<file path="src/rtl/cim_pkg.sv">
// ---------------------------------------------------------------------------
// cim_pkg
// Shared definitions for the compute-in-memory array controller:
//   - state_t     : controller FSM states
//   - OP_*        : command opcodes carried on the command bus
//   - N_DEFAULT   : default array dimension (rows = columns)
//   - max_int()   : elaboration-time helper for sizing the cycle counter
// ---------------------------------------------------------------------------
package cim_pkg;

  localparam int N_DEFAULT = 4;

  typedef enum logic [2:0] {
    ST_IDLE,
    ST_WRITE,
    ST_CLEAR,
    ST_COMPUTE,
    ST_RESP
  } state_t;

  localparam logic [1:0] OP_WRITE   = 2'b00;
  localparam logic [1:0] OP_COMPUTE = 2'b01;
  localparam logic [1:0] OP_CLEAR   = 2'b10;
  localparam logic [1:0] OP_RSVD    = 2'b11;

  function automatic int max_int(input int a, input int b);
    return (a > b) ? a : b;
  endfunction

endpackage

</file>
<file path="src/rtl/cim_array_ctrl_if.sv">
// ---------------------------------------------------------------------------
// cim_array_ctrl_if
// Command and result handshake bundle between the host/accelerator and the
// array controller.
//   cmd_valid/cmd_ready : command handshake
//   cmd_op              : opcode (see cim_pkg OP_*)
//   cmd_row             : target row for WRITE
//   cmd_data            : BL data (WRITE) or input vector (COMPUTE)
//   res_valid/res_ready : result handshake
//   res_data            : captured array output
// Modports: master = host side, slave = controller side.
// ---------------------------------------------------------------------------
interface cim_array_ctrl_if #(
  parameter int N = cim_pkg::N_DEFAULT
);

  logic                 cmd_valid;
  logic                 cmd_ready;
  logic [1:0]           cmd_op;
  logic [$clog2(N)-1:0] cmd_row;
  logic [N-1:0]         cmd_data;
  logic                 res_valid;
  logic                 res_ready;
  logic [N-1:0]         res_data;

  modport master (
    output cmd_valid, cmd_op, cmd_row, cmd_data, res_ready,
    input  cmd_ready, res_valid, res_data
  );

  modport slave (
    input  cmd_valid, cmd_op, cmd_row, cmd_data, res_ready,
    output cmd_ready, res_valid, res_data
  );

endinterface

</file>
<file path="src/rtl/cim_cycle_counter.sv">
// ---------------------------------------------------------------------------
// cim_cycle_counter
// Loadable down-counter shared by the WRITE, CLEAR and COMPUTE timers.
//   i_clk, i_rst_n : clock, asynchronous active-low reset
//   i_load         : load i_load_val (takes priority over counting)
//   i_load_val     : value loaded on state entry
//   o_count        : current count
//   o_done         : high while the count is 1, i.e. the last cycle of a state
// The counter parks at 0 once expired so it never wraps while idle.
// ---------------------------------------------------------------------------
module cim_cycle_counter #(
  parameter int W = 2
) (
  input  logic         i_clk,
  input  logic         i_rst_n,
  input  logic         i_load,
  input  logic [W-1:0] i_load_val,
  output logic [W-1:0] o_count,
  output logic         o_done
);

  logic [W-1:0] r_count;

  always_ff @(posedge i_clk or negedge i_rst_n) begin
    if (!i_rst_n) begin
      r_count <= '0;
    end else if (i_load) begin
      r_count <= i_load_val;
    end else if (r_count != '0) begin
      r_count <= r_count - W'(1);
    end
  end

  assign o_count = r_count;
  assign o_done  = (r_count == W'(1));

endmodule

</file>
<file path="src/rtl/cim_array_ctrl.sv">
// ---------------------------------------------------------------------------
// cim_array_ctrl
// Sequencing controller for an N x N compute-in-memory bitcell array.
// Accepts WRITE / CLEAR / COMPUTE commands, drives word lines, bit lines and
// the input vector with programmed timing, and returns the sampled array
// output over a result handshake.
//   i_clk, i_rst_n : clock, asynchronous active-low reset
//   bus            : command/result handshake (slave side)
//   o_wl           : word lines
//   o_bl           : bit lines
//   o_input        : array input vector
//   o_si, o_ci     : top-row sum-in / carry-in (tied low)
//   i_arr_out      : array output bus
//   o_err          : one-cycle pulse after a reserved opcode is accepted
// All array-facing outputs are registered; cmd_ready is decoded from state.
// ---------------------------------------------------------------------------
module cim_array_ctrl
  import cim_pkg::*;
#(
  parameter int N             = N_DEFAULT,
  parameter int WR_CYCLES     = 1,
  parameter int SETTLE_CYCLES = 2
) (
  input  logic          i_clk,
  input  logic          i_rst_n,
  cim_array_ctrl_if.slave bus,
  output logic [N-1:0]  o_wl,
  output logic [N-1:0]  o_bl,
  output logic [N-1:0]  o_input,
  output logic [N-1:0]  o_si,
  output logic [N-1:0]  o_ci,
  input  logic [N-1:0]  i_arr_out,
  output logic          o_err
);

  localparam int RW    = $clog2(N);
  localparam int TOTAL = N * WR_CYCLES;
  localparam int CW    = $clog2(max_int(TOTAL, SETTLE_CYCLES) + 1);

  localparam logic [CW-1:0] CNT_WR     = CW'(WR_CYCLES);
  localparam logic [CW-1:0] CNT_CLR    = CW'(TOTAL);
  localparam logic [CW-1:0] CNT_SETTLE = CW'(SETTLE_CYCLES);

  state_t        r_state, w_state_next;
  logic [N-1:0]  r_wl, w_wl_next;
  logic [N-1:0]  r_bl, w_bl_next;
  logic [N-1:0]  r_input, w_input_next;
  logic          r_res_valid, w_res_valid_next;
  logic [N-1:0]  r_res_data, w_res_data_next;
  logic          r_err, w_err_next;

  logic          w_cnt_load;
  logic [CW-1:0] w_cnt_load_val;
  logic [CW-1:0] w_count;
  logic          w_cnt_done;

  logic [N-1:0]  w_cmd_row_oh;
  logic [N-1:0]  w_clr_row_oh;
  int            w_clr_elapsed;
  logic [RW-1:0] w_clr_row;

  cim_cycle_counter #(
    .W(CW)
  ) u_counter (
    .i_clk      (i_clk),
    .i_rst_n    (i_rst_n),
    .i_load     (w_cnt_load),
    .i_load_val (w_cnt_load_val),
    .o_count    (w_count),
    .o_done     (w_cnt_done)
  );

  // Row driven in the *next* CLEAR cycle. The counter runs TOTAL..1, so the
  // next cycle's elapsed count is TOTAL - count + 1; each row spans WR_CYCLES.
  // On the final cycle this index overflows, but it is unused there.
  assign w_clr_elapsed = TOTAL - int'(w_count) + 1;
  assign w_clr_row     = RW'(w_clr_elapsed / WR_CYCLES);

  generate
    for (genvar gi = 0; gi < N; gi++) begin : g_row_dec
      assign w_cmd_row_oh[gi] = (bus.cmd_row == RW'(gi));
      assign w_clr_row_oh[gi] = (w_clr_row == RW'(gi));
    end
  endgenerate

  always_ff @(posedge i_clk or negedge i_rst_n) begin
    if (!i_rst_n) begin
      r_state     <= ST_IDLE;
      r_wl        <= '0;
      r_bl        <= '0;
      r_input     <= '0;
      r_res_valid <= 1'b0;
      r_res_data  <= '0;
      r_err       <= 1'b0;
    end else begin
      r_state     <= w_state_next;
      r_wl        <= w_wl_next;
      r_bl        <= w_bl_next;
      r_input     <= w_input_next;
      r_res_valid <= w_res_valid_next;
      r_res_data  <= w_res_data_next;
      r_err       <= w_err_next;
    end
  end

  // Outputs are computed one cycle ahead so that the array sees them
  // registered from the very first cycle of each state.
  always_comb begin
    w_state_next     = r_state;
    w_wl_next        = r_wl;
    w_bl_next        = r_bl;
    w_input_next     = r_input;
    w_res_valid_next = r_res_valid;
    w_res_data_next  = r_res_data;
    w_err_next       = 1'b0;
    w_cnt_load       = 1'b0;
    w_cnt_load_val   = '0;

    case (r_state)
      ST_IDLE: begin
        if (bus.cmd_valid) begin
          case (bus.cmd_op)
            OP_WRITE: begin
              w_state_next   = ST_WRITE;
              w_wl_next      = w_cmd_row_oh;
              w_bl_next      = bus.cmd_data;
              w_cnt_load     = 1'b1;
              w_cnt_load_val = CNT_WR;
            end
            OP_CLEAR: begin
              w_state_next   = ST_CLEAR;
              w_wl_next      = N'(1);
              w_bl_next      = '0;
              w_cnt_load     = 1'b1;
              w_cnt_load_val = CNT_CLR;
            end
            OP_COMPUTE: begin
              w_state_next   = ST_COMPUTE;
              w_wl_next      = '1;
              w_bl_next      = '0;
              w_input_next   = bus.cmd_data;
              w_cnt_load     = 1'b1;
              w_cnt_load_val = CNT_SETTLE;
            end
            default: begin
              // Reserved opcode: consumed, flagged, no array activity.
              w_err_next = 1'b1;
            end
          endcase
        end
      end

      ST_WRITE: begin
        if (w_cnt_done) begin
          w_state_next = ST_IDLE;
          w_wl_next    = '0;
        end
      end

      ST_CLEAR: begin
        if (w_cnt_done) begin
          w_state_next = ST_IDLE;
          w_wl_next    = '0;
        end else begin
          w_wl_next = w_clr_row_oh;
        end
      end

      ST_COMPUTE: begin
        // Sample the array exactly once, on the edge ending the settle window.
        if (w_cnt_done) begin
          w_state_next     = ST_RESP;
          w_wl_next        = '0;
          w_input_next     = '0;
          w_res_data_next  = i_arr_out;
          w_res_valid_next = 1'b1;
        end
      end

      ST_RESP: begin
        if (bus.res_ready) begin
          w_state_next     = ST_IDLE;
          w_res_valid_next = 1'b0;
        end
      end

      default: begin
        w_state_next = ST_IDLE;
      end
    endcase
  end

  assign bus.cmd_ready = (r_state == ST_IDLE);
  assign bus.res_valid = r_res_valid;
  assign bus.res_data  = r_res_data;

  assign o_wl    = r_wl;
  assign o_bl    = r_bl;
  assign o_input = r_input;
  assign o_si    = '0;
  assign o_ci    = '0;
  assign o_err   = r_err;

endmodule

</file>
<file path="src/flat_wrapper.sv">
// flat-port wrapper written by rule: the top's interface ports become plain ports
module cim_array_ctrl_flat import cim_pkg::*;
#(
  parameter int N             = N_DEFAULT,
  parameter int WR_CYCLES     = 1,
  parameter int SETTLE_CYCLES = 2
)
  (i_clk, i_rst_n, o_wl, o_bl, o_input, o_si, o_ci, i_arr_out, o_err, bus_cmd_valid, bus_cmd_op, bus_cmd_row, bus_cmd_data, bus_res_ready, bus_cmd_ready, bus_res_valid, bus_res_data);
  cim_array_ctrl_if #(.N(N)) bus_i ();
  input  logic i_clk;
  input  logic i_rst_n;
  output logic [N-1:0] o_wl;
  output logic [N-1:0] o_bl;
  output logic [N-1:0] o_input;
  output logic [N-1:0] o_si;
  output logic [N-1:0] o_ci;
  input  logic [N-1:0] i_arr_out;
  output logic o_err;
  input wire logic [$bits(bus_i.cmd_valid)-1:0] bus_cmd_valid;
  input wire logic [$bits(bus_i.cmd_op)-1:0] bus_cmd_op;
  input wire logic [$bits(bus_i.cmd_row)-1:0] bus_cmd_row;
  input wire logic [$bits(bus_i.cmd_data)-1:0] bus_cmd_data;
  input wire logic [$bits(bus_i.res_ready)-1:0] bus_res_ready;
  output wire logic [$bits(bus_i.cmd_ready)-1:0] bus_cmd_ready;
  output wire logic [$bits(bus_i.res_valid)-1:0] bus_res_valid;
  output wire logic [$bits(bus_i.res_data)-1:0] bus_res_data;
  assign bus_i.cmd_valid = bus_cmd_valid;
  assign bus_i.cmd_op = bus_cmd_op;
  assign bus_i.cmd_row = bus_cmd_row;
  assign bus_i.cmd_data = bus_cmd_data;
  assign bus_i.res_ready = bus_res_ready;
  assign bus_cmd_ready = bus_i.cmd_ready;
  assign bus_res_valid = bus_i.res_valid;
  assign bus_res_data = bus_i.res_data;
  cim_array_ctrl #(.N(N), .WR_CYCLES(WR_CYCLES), .SETTLE_CYCLES(SETTLE_CYCLES)) u_core (.i_clk(i_clk), .i_rst_n(i_rst_n), .bus(bus_i), .o_wl(o_wl), .o_bl(o_bl), .o_input(o_input), .o_si(o_si), .o_ci(o_ci), .i_arr_out(i_arr_out), .o_err(o_err));
endmodule
</file>
<file path="config.mk">
export PLATFORM = sky130hd
export DESIGN_NAME = cim_array_ctrl_flat
export DESIGN_NICKNAME = d
export VERILOG_FILES = /design/src/rtl/cim_pkg.sv /design/src/rtl/cim_array_ctrl_if.sv /design/src/rtl/cim_cycle_counter.sv /design/src/rtl/cim_array_ctrl.sv /design/src/flat_wrapper.sv
export SDC_FILE = /design/constraint.sdc
export NUM_CORES = 1
export LEC_CHECK = 0
export CAP_MARGIN = 10
export CORE_MARGIN = 3
export CORE_UTILIZATION = 30
export DETAILED_ROUTE_END_ITERATION = 8
export MAX_ROUTING_LAYER = met4
export SLEW_MARGIN = 20
export SYNTH_ARGS = -nofsm -noshare
export SYNTH_HDL_FRONTEND = slang
export SYNTH_SLANG_ARGS = --single-unit
export TNS_END_PERCENT = 10
</file>
<file path="constraint.sdc">
create_clock -name i_clk -period 2.4 [get_ports i_clk]
set_clock_uncertainty 0.15 [all_clocks]
set_input_delay 0.48 -clock i_clk [delete_from_list [all_inputs] [get_ports i_clk]]
set_output_delay 0.48 -clock i_clk [all_outputs]
set_load 0.05 [all_outputs]
</file>
==> results of run 1 <==
==> power groups by stage <==
| stage | clock [mW] | sequential [mW] | combinational [mW] |
|---|---|---|---|
| after floorplan | 0 | 1.22 | 0.689 |
| after global routing | 0.394 | 0.768 | 1.76 |
| after detailed placement | 0 | 0.751 | 1.66 |
| final | 0.366 | 0.739 | 1.65 |
| after global placement | 0 | 0.737 | 1.63 |
| after CTS | 0.373 | 0.743 | 1.66 |
==> per-layer routing <==
layer  share of wire (%)  track usage (%)  vias up
met2                  48             17.9       29
met3                 4.7             1.76        6
met5                   0                -        -
met4                 1.9             4.23        0
met1                  45             16.9      519
li1                    -                -      520
==> cell families after synthesis <==
group | Yosys count | share of synthesized area [%]
other | 1 | 0.269
adder cells (fa/ha/maj) | 11 | 9.87
flip-flops | 24 | 43.0
AO/OA/AOI/OAI | 30 | 14.5
buffers and inverters | 22 | 9.15
multiplexers | 10 | 8.70
AND/OR/NAND/NOR | 34 | 13.8
XOR/XNOR | 1 | 0.628
==> sequential cells by signal, indices dropped and copies added (netlist names) <==
| name | cells |
|---|---|
| u_core.u_counter.o_count | 3 |
| u_core.bus.res_data | 4 |
| u_core.o_err | 1 |
| u_core.r_state | 3 |
| u_core.bus.res_valid | 1 |
| u_core.o_wl | 4 |
| u_core.o_bl | 4 |
| u_core.o_input | 4 |
==> Yosys cell counts, drive strengths merged <==
cell     n
a211oi   1
ha      11
mux2i    2
o31ai    1
o41ai    4
nand2   11
xnor2    1
o21ai   12
conb     1
a221oi   1
a32oi    1
a41oi    1
nand3    2
a31oi    2
and2b    1
nor3     2
and3     2
nor2b    1
o21bai   1
a21oi    4
nor4b    1
mux2     8
a22oi    2
inv     11
dfrtp   24
nor2     9
buf     11
nand2b   5
==> stage by stage <==
stage	worst slack (ns)	instance area [um2]
after global placement	-0.0499	1790
final	0.147	1860
after CTS	0.169	1860
after detailed placement	-0.122	1790
after global routing	0.0233	1860
after floorplan	0.376	1420
==> area by class of cell <==
class                           instances  area share [%]
Tap cell                               52            3.50
Clock inverter                          1            1.62
Multi-Input combinational cell         94            37.3
Clock buffer                            3            2.22
Inverter                               11            2.22
Sequential cell                        24            32.3
Timing Repair Buffer                   39            20.9
==> path summary, 6_finish.rpt <==
kind | end | slack [ns] | cells past startpoint
max reg2reg | u_core.u_counter.o_count[2] | 0.52 | 4
min | u_core.o_bl[1] | 0.36 | 2
min reg2reg | u_core.o_bl[1] | 0.36 | 2
max | u_core.o_wl[0] | 0.15 | 7
max in group asynchronous | u_core.u_counter.o_count[0] | 1.45 | 2
min in group asynchronous | u_core.o_wl[1] | 0.41 | 2
==> tightest hold or removal path, cell delays in order, from the launching register on <==
cell     delay, ns
dfrtp_1       0.34
o21ai_0       0.08
o41ai_1       0.06
==> reports/results.txt, run 1 <==
The run finished with clean final reports. The worst setup path is of the in -> reg kind. The detail route stage leaves a number of antenna-violating nets equal to 0.

Timing would allow up to 444 MHz. The first element of the critical path was bus_cmd_op[0]. For this run, design rule violations remaining after detail routing come to 0.

The global-route wire length before repair came out at 4990 um. For this block, the initial DRC count from the detailed router was 88. The fraction of the core area covered by cells at the end of the flow was 42.1%.

Power comes to 2.75 mW. Post-CTS timing repair inserted 0 buffers for setup. Wires add up to 3010 um. The maximum cell stage delay along the critical path is 0.54 ns. The startpoint type of the worst setup path is an input pin. Post-layout instance count excluding filler cells: 224. Summing all multi-input logic gate instances after layout gives 693 um2.

After clock tree synthesis, the repair step resized 0 gates. The largest total area in the synthesized netlist belongs to dfrtp_1. Counting every sink on the clock net gives 24. The critical path data arrival time was 2.30 ns; the standby leakage power was 0.845 nW.

The largest voltage drop on the vdd net was 410 uV. Path category of the worst min-delay check: reg -> reg. The logs give 2.45 ns for the critical path required time and 0 for the leftover overflow at the end of global routing.

Along the worst path, the maximum fanout reaches 8. Buffers inserted to repair hold after CTS numbered 0. Row generation in the floorplan step produced 24 rows. The clock transition time at the flip-flop clock pins of the worst setup and hold paths was 0.09 ns. Largest net degree at the start of global routing: 25. Per report_power, the clock group accounts for 13.3% of the total. In the layout the commonest cells are 33 x clkdlybuf4s50_1, 24 x dfrtp_1, 11 x inv_1, 11 x ha_1, 10 x nand2_1. Traced cell by cell, the critical path runs through clkdlybuf4s50_1, inv_1, ha_1, o21ai_0, a221oi_2, nor2_1, a31oi_1.

The worst register-to-register path begins at u_core.r_state[0]. Number of cells after detailed placement: 220. The share of the clock period used by the worst path is 93.9%, and the area enclosed by the die boundary is 5500 um2. The analysis attributes to net switching a power of 1.30 mW. In the final timing run, aggregate negative setup slack is 0 ns. For the count of H-tree levels built during CTS, the log shows 1. For this run, the number of Yosys warnings is 0. Once the floorplan was initialized, standard cells occupied 31.6% of the core. The fraction of synthesized cell area taken by the top area cell type was 43.0%.

In this run the count of I/O pins placed on the die edge is 43. The net switching share of the total power is 47.4%. During placement, the flow inserted port buffers numbering 34. The floorplan die width is 74.2 um, and the number of hold violations in the final report is 0. The tools report the number of nets at the end of the flow as 200. The number of antenna diodes in the final layout is 0.

No sink is reached through more buffers than the 2 on the longest clock path. For the via count of the first global-routing pass, the log shows 1024. The count of filler cells inserted in the layout is 423. The area growth from synthesis to layout is 33.3%. The most frequent standard cell in the layout excluding fill and tap cells is clkdlybuf4s50_1. Setup repair after global routing left no endpoint under its margin. The slowest stage cell on the critical path was a221oi_2. The logs give 4410 um2 for the area of the core and 601 um2 for the area taken by flip-flops and latches. By area the synthesized netlist is led by dfrtp_1 43%, ha_1 9.9%, buf_4 5.4%, mux2_2 4.0%, mux2_4 3.2%. The max-slew violation count is 0, and the vertical die dimension is 74.2 um.

In this run the most critical hold path is launched from u_core.o_bl[1]. The average instance in the mapped netlist occupies 10.5 um2. The mapped netlist covers 1400 um2.

The register bit count reported by yosys is 24. The detailed-route vias per instance was 4.79. For the number of antenna violations at the first check in global routing, the log shows 0.

The logs give 0.27 ns for the latest clock arrival within the worst-skew pair and 3 for the number of buffers created by CTS. STA classifies the critical path endpoint as a flop. For this design the ratio of total power to cell area is 1480 nW/um2.

The portion of the post-synthesis area used by sequential elements came out at 43.0%. The cell family contributing the most delay on the critical path is compound AO/OA/AOI/OAI gates. Setup violations remaining at the end of the flow were counted as 0. Yosys mapped the design onto 35 distinct sky130hd cell types.

Cell internal power was estimated by the tool at 1.45 mW. The total routing resource utilization after global routing was 12.1%; the routability congestion estimate from global placement was 0.869. The post-route netlist has 14.0% of its cells at a drive strength greater than 1. The worst pin sits at a relative slew slack of 65.3%. The tree is rooted in a clkbuf_8. On the final layout, the worst hold slack is 0.363 ns. The number of buffers and inverters on the critical path is 2.

For this run, the detailed router's first-pass iteration total came to 4. The tools report the sequential share of power as 26.8%. After detailed routing, the average wire length per cell comes to 13.5 um.

Counting I/O delays and the setup requirement, the final critical path takes 2.25 ns. Detailed placement finished with a half-perimeter wire length of 2410 um. Combinational logic is responsible for 59.9% of the overall power. Count of max-cap constraint violations: 0.

TritonCTS built the clock tree. Synthesis handed over a netlist of 133 instances. For this block, the via count after detailed routing is 1074.

For the pin with the worst max-slew slack, the measured transition is 0.518 ns.
Power figures use the tool's default switching activity.
==> inputs of run 2 (changes only) <==
--- a/config.mk
+++ b/config.mk
@@ -7,9 +7,11 @@
 export LEC_CHECK = 0
 export CAP_MARGIN = 10
 export CORE_MARGIN = 3
-export CORE_UTILIZATION = 30
+export CORE_UTILIZATION = 50
 export DETAILED_ROUTE_END_ITERATION = 8
+export HOLD_SLACK_MARGIN = 0.12
 export MAX_ROUTING_LAYER = met4
+export PLACE_DENSITY = 0.85
 export SLEW_MARGIN = 20
 export SYNTH_ARGS = -nofsm -noshare
 export SYNTH_HDL_FRONTEND = slang
==> reports/results.txt, run 2 (synthesis results as in run 1) <==
The run finished with clean final reports. The total wire length after detailed routing was 2680 um. The largest fanout on the critical path came out at 8. TritonCTS built the clock tree.

Setup repair after global routing left no endpoint under its margin. The max-slew violation count is 0. For this run, design rule violations remaining after detail routing come to 0. The number of antenna violations at the first check in global routing came out at 0. The start-to-end type of the worst setup path is in -> reg. Entering global routing, the biggest net connects 25 pins. Global-route layer with the greatest usage: met2.

The tool flagged a number of max-cap violations equal to 0. The clock reaches the later pin of the worst-skew pair after 0.32 ns. Relative to the synthesized area, the layout overhead comes to 30.0%.

The total overflow left after global routing is 0. The logs give 18 for the number of cell rows and 0 for the number of gates resized after cts. The run gives 1063 as the via count of the first global-routing pass.

Leaving out fill and tap cells, the most frequent cells in the layout are 33 x clkdlybuf4s50_1, 24 x dfrtp_1, 11 x inv_1, 11 x ha_1, 10 x nand2_1. The count of H-tree levels built during CTS was 1; the initial standard-cell utilization of the core was 54.3%. For this run, the post-layout net count is 200. The fraction of met2 tracks used by global routing was 30.8%; the routed wirelength normalized by instance count was 13.3 um. For this run, the slowest stage of the critical path takes 0.54 ns.

The floorplan step set the die height to 58.8 um. Dividing total power by cell area gives a power density of 1470 nW/um2. The number of hold buffers added after cts was 0; the clock transition time at the flip-flop clock pins of the worst setup and hold paths was 0.14 ns.

The first global-routing pass estimated 4520 um of wire. The clock root buffer master is clkbuf_4. The region available for standard cell placement spans 2570 um2. The number of clock buffers added by TritonCTS is 3. The design area is 1810 um2. The first-iteration detailed-routing DRC count was 16; the total placed instance area was 1760 um2. At the worst endpoint, the arrival time is 2.26 ns. For met1 alone, demand over resource in global routing was 19.9%.

The critical path goes through clkdlybuf4s50_1, inv_1, ha_1, o21ai_0, a221oi_2, nor2_1, a21oi_1. The tools report the startpoint type of the worst setup path as an input pin. The fraction of the core area covered by cells at the end of the flow came out at 70.6%. Dividing the detail-routed via count by the number of cells gives 5.12.

The largest individual stage delay along the critical path comes from the cell a221oi_2. Global routing consumed, on the met3 layer, 2.85% of the routing resources. For the number of buffers between clock root and the deepest sink, the log shows 2. Static timing analysis puts the maximum clock frequency at 460 MHz. The number of antenna diodes in the final layout is 0. The run gives 3460 um2 as the area enclosed by the die boundary.

The post-CTS setup buffer count came out at 0. The worst setup path is captured at a flop. Setup violations remaining at the end of the flow were counted as 0. Global routing used 17.9% of the available tracks across all layers.

After legalization and detailed placement, the total HPWL measured 2160 um. The number of hold violations in the final report is 0, and the boundary pin count is 43. The worst path uses 90.6% of the clock period.

For the final critical-path setup slack, the log shows 0.226 ns. The number of iterations in the first detailed-routing pass was 4; the headroom to the max-slew limit was 63.7%. The largest voltage drop on the vdd net was 1250 uV. At the placement stage, the worst setup path has a slack of -0.102 ns.

For the pin with the worst max-slew slack, the measured transition is 0.545 ns. At the worst endpoint, the required time is 2.49 ns. In this run the remaining antenna-violating nets after routing total 0. Across all layers, the routed design uses 1035 vias.

The most frequent standard cell in the layout excluding fill and tap cells was clkdlybuf4s50_1. Path category of the worst min-delay check: in -> async. The run gives 198 as the number of cells after detailed placement.

The congestion estimate from routability-driven global placement came to 0.777. Input and output buffers added on the ports amount to 34. The logs give 202 for the post-layout instance count excluding filler cells and 24 for the count of clock tree sinks.

The fraction of layout instances using a drive strength above 1 came out at 14.0%. The floorplan die width was 58.8 um. For the finished layout, the period the worst path requires is 2.17 ns.

The standby leakage power came out at 0.838 nW.
run 2: final cells by class:
cell class / count / area (um2)
Clock buffer: 3 / 22.5
Clock inverter: 1 / 30.0
Fill cell: 202 / 754
Inverter: 11 / 41.3
Multi-Input combinational cell: 94 / 693
Sequential cell: 24 / 601
Tap cell: 30 / 37.5
Timing Repair Buffer: 39 / 388
run 2: path summary, 6_finish.rpt:
path	startpoint	endpoint	slack, ns	depth (start not counted)
setup / recovery	bus_cmd_op[0]	u_core.o_wl[2]	0.23	7
hold reg to reg	u_core.bus.res_data[2]	u_core.bus.res_data[2]	0.37	1
setup reg to reg	u_core.r_state[0]	u_core.u_counter.o_count[1]	0.50	4
min in group i_clk	u_core.bus.res_data[2]	u_core.bus.res_data[2]	0.37	1
max in group asynchronous	i_rst_n	u_core.u_counter.o_count[1]	1.52	2
hold / removal	i_rst_n	u_core.bus.res_data[0]	0.33	2
run 2: layer usage:
metal  vias to the layer above  wire length, um  share of wire (%)
li1                        522                -                  -
met1                       487             1140                 42
met2                        22             1390                 52
met3                         4               88                3.3
met4                         0               61                2.3
met5                         -                0                  0
run 2: power breakdown:
group | leakage, nW | internal, mW | switching [mW] | total, mW
logic | 0.512 | 0.631 | 1.02 | 1.65
registers | 0.297 | 0.594 | 0.133 | 0.727
clock network | 0.0279 | 0.169 | 0.125 | 0.294
run 2: per-stage QoR:
| stage | power (mW) | setup TNS (ns) | hold WS (ns) |
|---|---|---|---|
| finish | 2.67 | 0 | 0.332 |
| detailed placement | 2.39 | -0.335 | 0.343 |
| global placement | 2.34 | -0.0123 | 0.337 |
| floorplan | 1.91 | 0 | 0.0344 |
| global route | 2.83 | 0 | 0.350 |
| CTS | 2.69 | 0 | 0.341 |
run 2: worst max-delay path: cells and delay by family:
family                   cells  cell delay [ns]
adder cells (fa/ha/maj)      1             0.30
AO/OA/AOI/OAI                3             0.85
buffers and inverters        2             0.56
AND/OR/NAND/NOR              1             0.08
==> inputs of run 3 (changes only) <==
--- a/config.mk
+++ b/config.mk
@@ -8,6 +8,7 @@
 export CAP_MARGIN = 10
 export CORE_MARGIN = 3
 export CORE_UTILIZATION = 50
+export CTS_CLUSTER_SIZE = 20
 export DETAILED_ROUTE_END_ITERATION = 8
 export HOLD_SLACK_MARGIN = 0.12
 export MAX_ROUTING_LAYER = met4
==> results of run 3 <==
The final DEF is identical to that of run 2; final timing and power are the same.
